[config.mk]
export PLATFORM = sky130hd
export DESIGN_NAME = event_snapshot_capture
export DESIGN_NICKNAME = d
export VERILOG_FILES = /design/src/rtl/event_capture_pkg.sv /design/src/rtl/evt_sync.sv /design/src/rtl/event_snapshot_capture.sv
export SDC_FILE = /design/constraint.sdc
export NUM_CORES = 2
export LEC_CHECK = 0
export ABC_AREA = 0
export BUFFER_PORTS_ARGS = -buffer_cell sky130_fd_sc_hd__buf_2
export CORE_UTILIZATION = 45
export CTS_CLUSTER_SIZE = 20
export DETAILED_ROUTE_END_ITERATION = 10
export PLACE_DENSITY = 0.67
export SLEW_MARGIN = 20
export SYNTH_ARGS = -nofsm -noshare
export SYNTH_HDL_FRONTEND = slang
export SYNTH_SLANG_ARGS = --single-unit
[constraint.sdc]
create_clock -name clk_i -period 33.6 [get_ports clk_i]
set_input_delay 3.36 -clock clk_i [delete_from_list [all_inputs] [get_ports clk_i]]
set_output_delay 3.36 -clock clk_i [all_outputs]
set_load 0.01 [all_outputs]
[src/rtl/event_capture_pkg.sv]
// Shared types and default constants for the event snapshot capture block.
package event_capture_pkg;

    localparam int unsigned EVT_BIT_DEF = 256;
    localparam int unsigned HOLDOFF_DEF = 10;
    localparam int unsigned CNT_W_DEF   = 16;
    localparam int unsigned TS_W        = 32;

    // Capture FSM: wait for a change, let it settle, commit once, hold until acknowledged.
    typedef enum logic [1:0] {
        StIdle,
        StHoldoff,
        StCommit,
        StPend
    } state_e;

    // Width needed to hold values 0..max_val, never narrower than one bit.
    function automatic int unsigned cnt_width(input int unsigned max_val);
        return (max_val < 1) ? 1 : $clog2(max_val + 1);
    endfunction

endpackage

[src/rtl/evt_sync.sv]
// WIDTH-bit two-flop synchroniser for asynchronous event lines.
// Each bit is synchronised independently; no multi-bit coherency is implied.
module evt_sync #(
    parameter int unsigned WIDTH = 1
) (
    input  logic             clk,
    input  logic             rst,
    input  logic [WIDTH-1:0] din,
    output logic [WIDTH-1:0] dout
);

    logic [WIDTH-1:0] meta_q;
    logic [WIDTH-1:0] sync_q;

    // Two back-to-back flops; the first may go metastable, the second resolves it.
    always_ff @(posedge clk or posedge rst) begin
        if (rst) begin
            meta_q <= '0;
            sync_q <= '0;
        end else begin
            meta_q <= din;
            sync_q <= meta_q;
        end
    end

    assign dout = sync_q;

endmodule

[src/rtl/event_snapshot_capture.sv]
// Event snapshot capture: synchronises raw event lines, waits for them to settle for a
// tick-based window after any change, then presents one stable snapshot under a
// valid/ack handshake. Changes arriving while a snapshot is pending set a sticky
// overflow flag and are picked up again once the pending snapshot is acknowledged.
// Optional feature: define EVT_TIMESTAMP_EN to add ts_o, the tick count at commit time.
module event_snapshot_capture
    import event_capture_pkg::*;
#(
    parameter int unsigned EVT_BIT       = EVT_BIT_DEF,
    parameter int unsigned HOLDOFF_TICKS = HOLDOFF_DEF,
    parameter int unsigned CNT_W         = CNT_W_DEF
) (
    input  logic               clk_i,
    input  logic               rst_i,
    input  logic               tick_i,
    input  logic [EVT_BIT-1:0] evt_i,
    output logic [EVT_BIT-1:0] snap_o,
    output logic               snap_valid_o,
    input  logic               snap_ack_i,
    input  logic               clr_ovf_i,
    output logic               busy_o,
    output logic               ovf_o,
    output logic [CNT_W-1:0]   evt_cnt_o
`ifdef EVT_TIMESTAMP_EN
    ,
    output logic [TS_W-1:0]    ts_o
`endif
);

    localparam int unsigned        HOLD_W   = cnt_width(HOLDOFF_TICKS);
    localparam logic [HOLD_W-1:0]  HOLD_MAX = HOLD_W'(HOLDOFF_TICKS);

    state_e             state_q;
    state_e             state_d;
    logic [EVT_BIT-1:0] evt_s;
    logic [EVT_BIT-1:0] evt_prev_q;
    logic [EVT_BIT-1:0] ref_q;
    logic [EVT_BIT-1:0] snap_q;
    logic [HOLD_W-1:0]  hold_q;
    logic [CNT_W-1:0]   evt_cnt_q;
    logic               ovf_q;
    logic               chg;
    logic               restart;
    logic               ovf_set;

    evt_sync #(
        .WIDTH (EVT_BIT)
    ) u_sync (
        .clk  (clk_i),
        .rst  (rst_i),
        .din  (evt_i),
        .dout (evt_s)
    );

    // Difference against the last committed snapshot, and against the previous cycle.
    assign chg     = (evt_s != ref_q);
    assign restart = (evt_s != evt_prev_q);
    assign ovf_set = (state_q == StPend) && chg;

    // State register.
    always_ff @(posedge clk_i or posedge rst_i) begin
        if (rst_i) begin
            state_q <= StIdle;
        end else begin
            state_q <= state_d;
        end
    end

    // Next-state logic; a return to the committed value abandons the window silently.
    always_comb begin
        state_d = state_q;
        unique case (state_q)
            StIdle: begin
                if (chg) begin
                    state_d = (HOLDOFF_TICKS == 0) ? StCommit : StHoldoff;
                end
            end
            StHoldoff: begin
                if (!chg) begin
                    state_d = StIdle;
                end else if (!restart && (hold_q == HOLD_MAX)) begin
                    state_d = StCommit;
                end
            end
            StCommit: begin
                state_d = StPend;
            end
            StPend: begin
                if (snap_ack_i) begin
                    state_d = StIdle;
                end
            end
            default: begin
                state_d = StIdle;
            end
        endcase
    end

    // Outputs decoded from registered state and registers only, so they are glitch-free.
    always_comb begin
        snap_valid_o = (state_q == StPend);
        busy_o       = (state_q == StHoldoff) || (state_q == StPend);
        snap_o       = snap_q;
        ovf_o        = ovf_q;
        evt_cnt_o    = evt_cnt_q;
    end

    // One-cycle-delayed copy of the synchronised lines for settle-window restarts.
    always_ff @(posedge clk_i or posedge rst_i) begin
        if (rst_i) begin
            evt_prev_q <= '0;
        end else begin
            evt_prev_q <= evt_s;
        end
    end

    // Settle-window tick counter; any movement of the lines restarts the window.
    always_ff @(posedge clk_i or posedge rst_i) begin
        if (rst_i) begin
            hold_q <= '0;
        end else if (state_q != StHoldoff) begin
            hold_q <= '0;
        end else if (restart) begin
            hold_q <= '0;
        end else if (tick_i && (hold_q != HOLD_MAX)) begin
            hold_q <= hold_q + 1'b1;
        end
    end

    // Commit: snapshot and reference are loaded together so snap_o always equals ref.
    always_ff @(posedge clk_i or posedge rst_i) begin
        if (rst_i) begin
            snap_q <= '0;
            ref_q  <= '0;
        end else if (state_q == StCommit) begin
            snap_q <= evt_s;
            ref_q  <= evt_s;
        end
    end

    // Committed-snapshot counter, saturating at all-ones.
    always_ff @(posedge clk_i or posedge rst_i) begin
        if (rst_i) begin
            evt_cnt_q <= '0;
        end else if ((state_q == StCommit) && (evt_cnt_q != '1)) begin
            evt_cnt_q <= evt_cnt_q + 1'b1;
        end
    end

    // Sticky overflow; a new loss in the same cycle as a clear keeps the flag set.
    always_ff @(posedge clk_i or posedge rst_i) begin
        if (rst_i) begin
            ovf_q <= 1'b0;
        end else if (ovf_set) begin
            ovf_q <= 1'b1;
        end else if (clr_ovf_i) begin
            ovf_q <= 1'b0;
        end
    end

`ifdef EVT_TIMESTAMP_EN
    logic [TS_W-1:0] ts_cnt_q;
    logic [TS_W-1:0] ts_q;

    // Free-running tick counter, wraps naturally at the top of its range.
    always_ff @(posedge clk_i or posedge rst_i) begin
        if (rst_i) begin
            ts_cnt_q <= '0;
        end else if (tick_i) begin
            ts_cnt_q <= ts_cnt_q + 1'b1;
        end
    end

    // Timestamp latched alongside the snapshot so both stay stable while valid.
    always_ff @(posedge clk_i or posedge rst_i) begin
        if (rst_i) begin
            ts_q <= '0;
        end else if (state_q == StCommit) begin
            ts_q <= ts_cnt_q;
        end
    end

    assign ts_o = ts_q;
`endif

endmodule

==> reports/results.ini <==
[run_status]
status = finished, final reports clean

[synth]
synth_top_cell_by_area = dfrtp_1
synth_nets = 2364
ys_top_cells_by_area = dfrtp_1 74%, xnor2_1 13%, mux2_2 8.2%
synth.most_common_cell = dfrtp_1
synth_cells = 2100
ys_types = 30
async_flop_share_pct = 100
syn_area_um2 = 35300
ys.flop_type = dfrtp_1
synth-edff-count = 0
syn_area_per_cell_um2 = 16.8
yosys.area.top_type_share_pct = 74.2
ys_seq_area_share_pct = 74.2
yosysWarningCount = 0
synth_seq_cells = 1047
synthTopCellsByCount = 1,047 x dfrtp_1, 517 x xnor2_1, 256 x mux2_2, 139 x nand4_1, 34 x nor4_1

[setup_path]
arrival_ns = 6.51
slowest_stage = buf_4
ff2ff_path_depth = 7
cp.required_ns = 34.25
end_kind = asynchronous set/reset pin
reg2reg_to = state_q[0]$_DFFE_PP0P_
cp_common_cell = buf_4
cp_slowest_stage_delay_ns = 0.85
r2r-start = u_sync.dout[13]$_DFF_PP0_
path_cells = buf_2, inv_8, buf_12, buf_4, buf_4
crit_fanout = 159
start_kind = input pin
path_class = in2async
r2r_slack_ns = 29.84

[placement]
portBuffers = 535
place_hpwl_mm = 69.8
place_inst = 3660
routabilityCongestion = 0.834

[timing]
tns_ns = 0
fin_skew_ns = 0.0181
rsz0062_at_grt = no
slew_headroom_pct = 14.7
setup_viol = 0
period_needed_ns = 5.86
period_share_pct = 17.4
finalMaxSlewViolations = 0
finalHoldViolCount = 0
max_freq_ghz = 0.171
tightest_slew_ns = 1.27

[finish]
num-nets-final = 2989
area_growth_pct = 21.4
n_fill_cell = 6314
drive_gt1_share_pct = 35.0
fin_cells = 3860

[job]
cap_violations = 0

[global_routing]
antenna_found_initial = 15
track_usage_pct = 23.4
grt_pass1_wl_mm = 133
first_global_vias = 20331
grt_max_degree = 187
grt_overflow = 0

[clock_network]
cts_tree = built
clk_pin_slew_worst_paths_ns = 0.06
post_cts_resized = 0
clockBufferDepth = 3
clock_latency_ns = 0.66
postCtsSetupBuffers = 0
htreeDepth = 3
cts_hold_buf = 0
cts_buffers = 103
root_buffer = clkbuf_16
cts_sinks = 1047

[min_path]
hp-class = reg2reg
min_from = u_sync.meta_q[209]$_DFF_PP0_
hold_depth = 0
holdPathEnd = u_sync.dout[209]$_DFF_PP0_

[floorplanning]
ios = 536
core-area_um2 = 77600
fp.dieW_um = 282
chipHeight_um = 282
start_util_pct = 45.5
dieArea_um2 = 79600
num_rows = 102

[route]
vias = 18630
via_per_inst = 4.83
wl_per_cell_um = 23.9
drt_pass1_iterations = 5
drt_iter0_drc = 1073
wl_mm = 92.2
drc = 0
antenna_left = 0

[power_and_ir_drop]
power.leakage_nw = 19.9
p_per_area_nw_per_um2 = 61.3
finalPower_mw = 2.63
peakVddDrop_mv = 0.0430

## power by group
group / total (mW) / leakage [nW] / switching, mW / internal [mW]
Combinational: 0.100 / 5.27 / 0.0570 / 0.0434
Sequential: 1.35 / 12.8 / 0.0385 / 1.31
Clock: 1.18 / 1.74 / 0.481 / 0.704
## logic make-up after synthesis
family | after synthesis | share of synthesized area [%]
adders and majority gates | 3 | 0.106
DFF | 1047 | 74.2
xor gates and xnor gates | 527 | 13.1
and+or+nand+nor | 218 | 3.79
AOI/OAI and AO/OA | 10 | 0.184
muxes | 257 | 8.20
buffers and inverters | 38 | 0.489
## worst max-delay path: cells and delay by family
kind | cells | cell delay [ns]
buffers and inverters | 5 | 2.95
## per-layer routing
metal | part of all wire [%] | up-vias | track usage (%)
met3 | 7.2 | 127 | 6.44
met5 | 0.067 | - | 0
met2 | 49 | 510 | 38.5
met4 | 2.7 | 10 | 7.72
li1 | - | 8379 | -
met1 | 41 | 9604 | 30.1
## cells in the final DEF, fill, tap and decap left out, drive strengths merged
cell      count
ha            3
and3          1
nor3          2
nor2b         4
clkinvlp      4
o21a          2
nand2         9
or3           1
nand3b        1
diode         9
clkbuf      153
mux2        257
nor2         17
bufinv       10
nand4       140
and4          1
nand3         7
nor4         34
o22ai         1
buf         550
xor2         10
inv          14
a21oi         6
clkinv       18
dfrtp      1047
xnor2       517
nor3b         1
a31oi         1
## stage by stage
step	cell area [um2]	worst slack, ns	hold WS (ns)	util, %
detailed placement	39300	26.86	0.335	50.7
global route	42900	27.18	0.345	55.3
floorplan	35300	0.771	0.331	-
global placement	39300	27.01	0.331	50.7
finish	42900	27.74	0.335	55.3
CTS	42900	27.57	0.333	55.2
## area by class of cell
type | instances | area [um2] | share of cell area (%)
Antenna cell | 9 | 22.5 | 0.0525
Clock buffer | 153 | 3040 | 7.08
Timing Repair Buffer | 550 | 2830 | 6.60
Clock inverter | 38 | 513 | 1.20
Inverter | 8 | 37.5 | 0.0875
Sequential cell | 1047 | 26200 | 61.1
Multi-Input combinational cell | 1015 | 8960 | 20.9
Tap cell | 1040 | 1300 | 3.03
## worst max path at each step
stage | start | to | slack [ns] | cells after the start
floorplan | rst_i | asynchronous set/reset pin | 0.77 | 1
global placement | rst_i | evt_cnt_o[2]$_DFFE_PP0P_ | 27.01 | 5
detailed placement | rst_i | evt_cnt_o[2]$_DFFE_PP0P_ | 26.86 | 5
CTS | rst_i | evt_cnt_o[11]$_DFFE_PP0P_ | 27.57 | 5
global route | rst_i | evt_cnt_o[0]$_DFFE_PP0P_ | 27.18 | 5
finish | rst_i | evt_cnt_o[2]$_DFFE_PP0P_ | 27.74 | 5
## registers in the layout, summed over array words and instances, names as in the netlist, named ones only
| register | cells |
|---|---|
| snap_o | 256 |
| evt_prev_q | 256 |
| ovf_o | 1 |
| hold_q | 4 |
| u_sync.dout | 256 |
| u_sync.meta_q | 256 |
| state_q | 1 |
| evt_cnt_o | 16 |
Note: power is estimated with default switching activity, not from simulation.
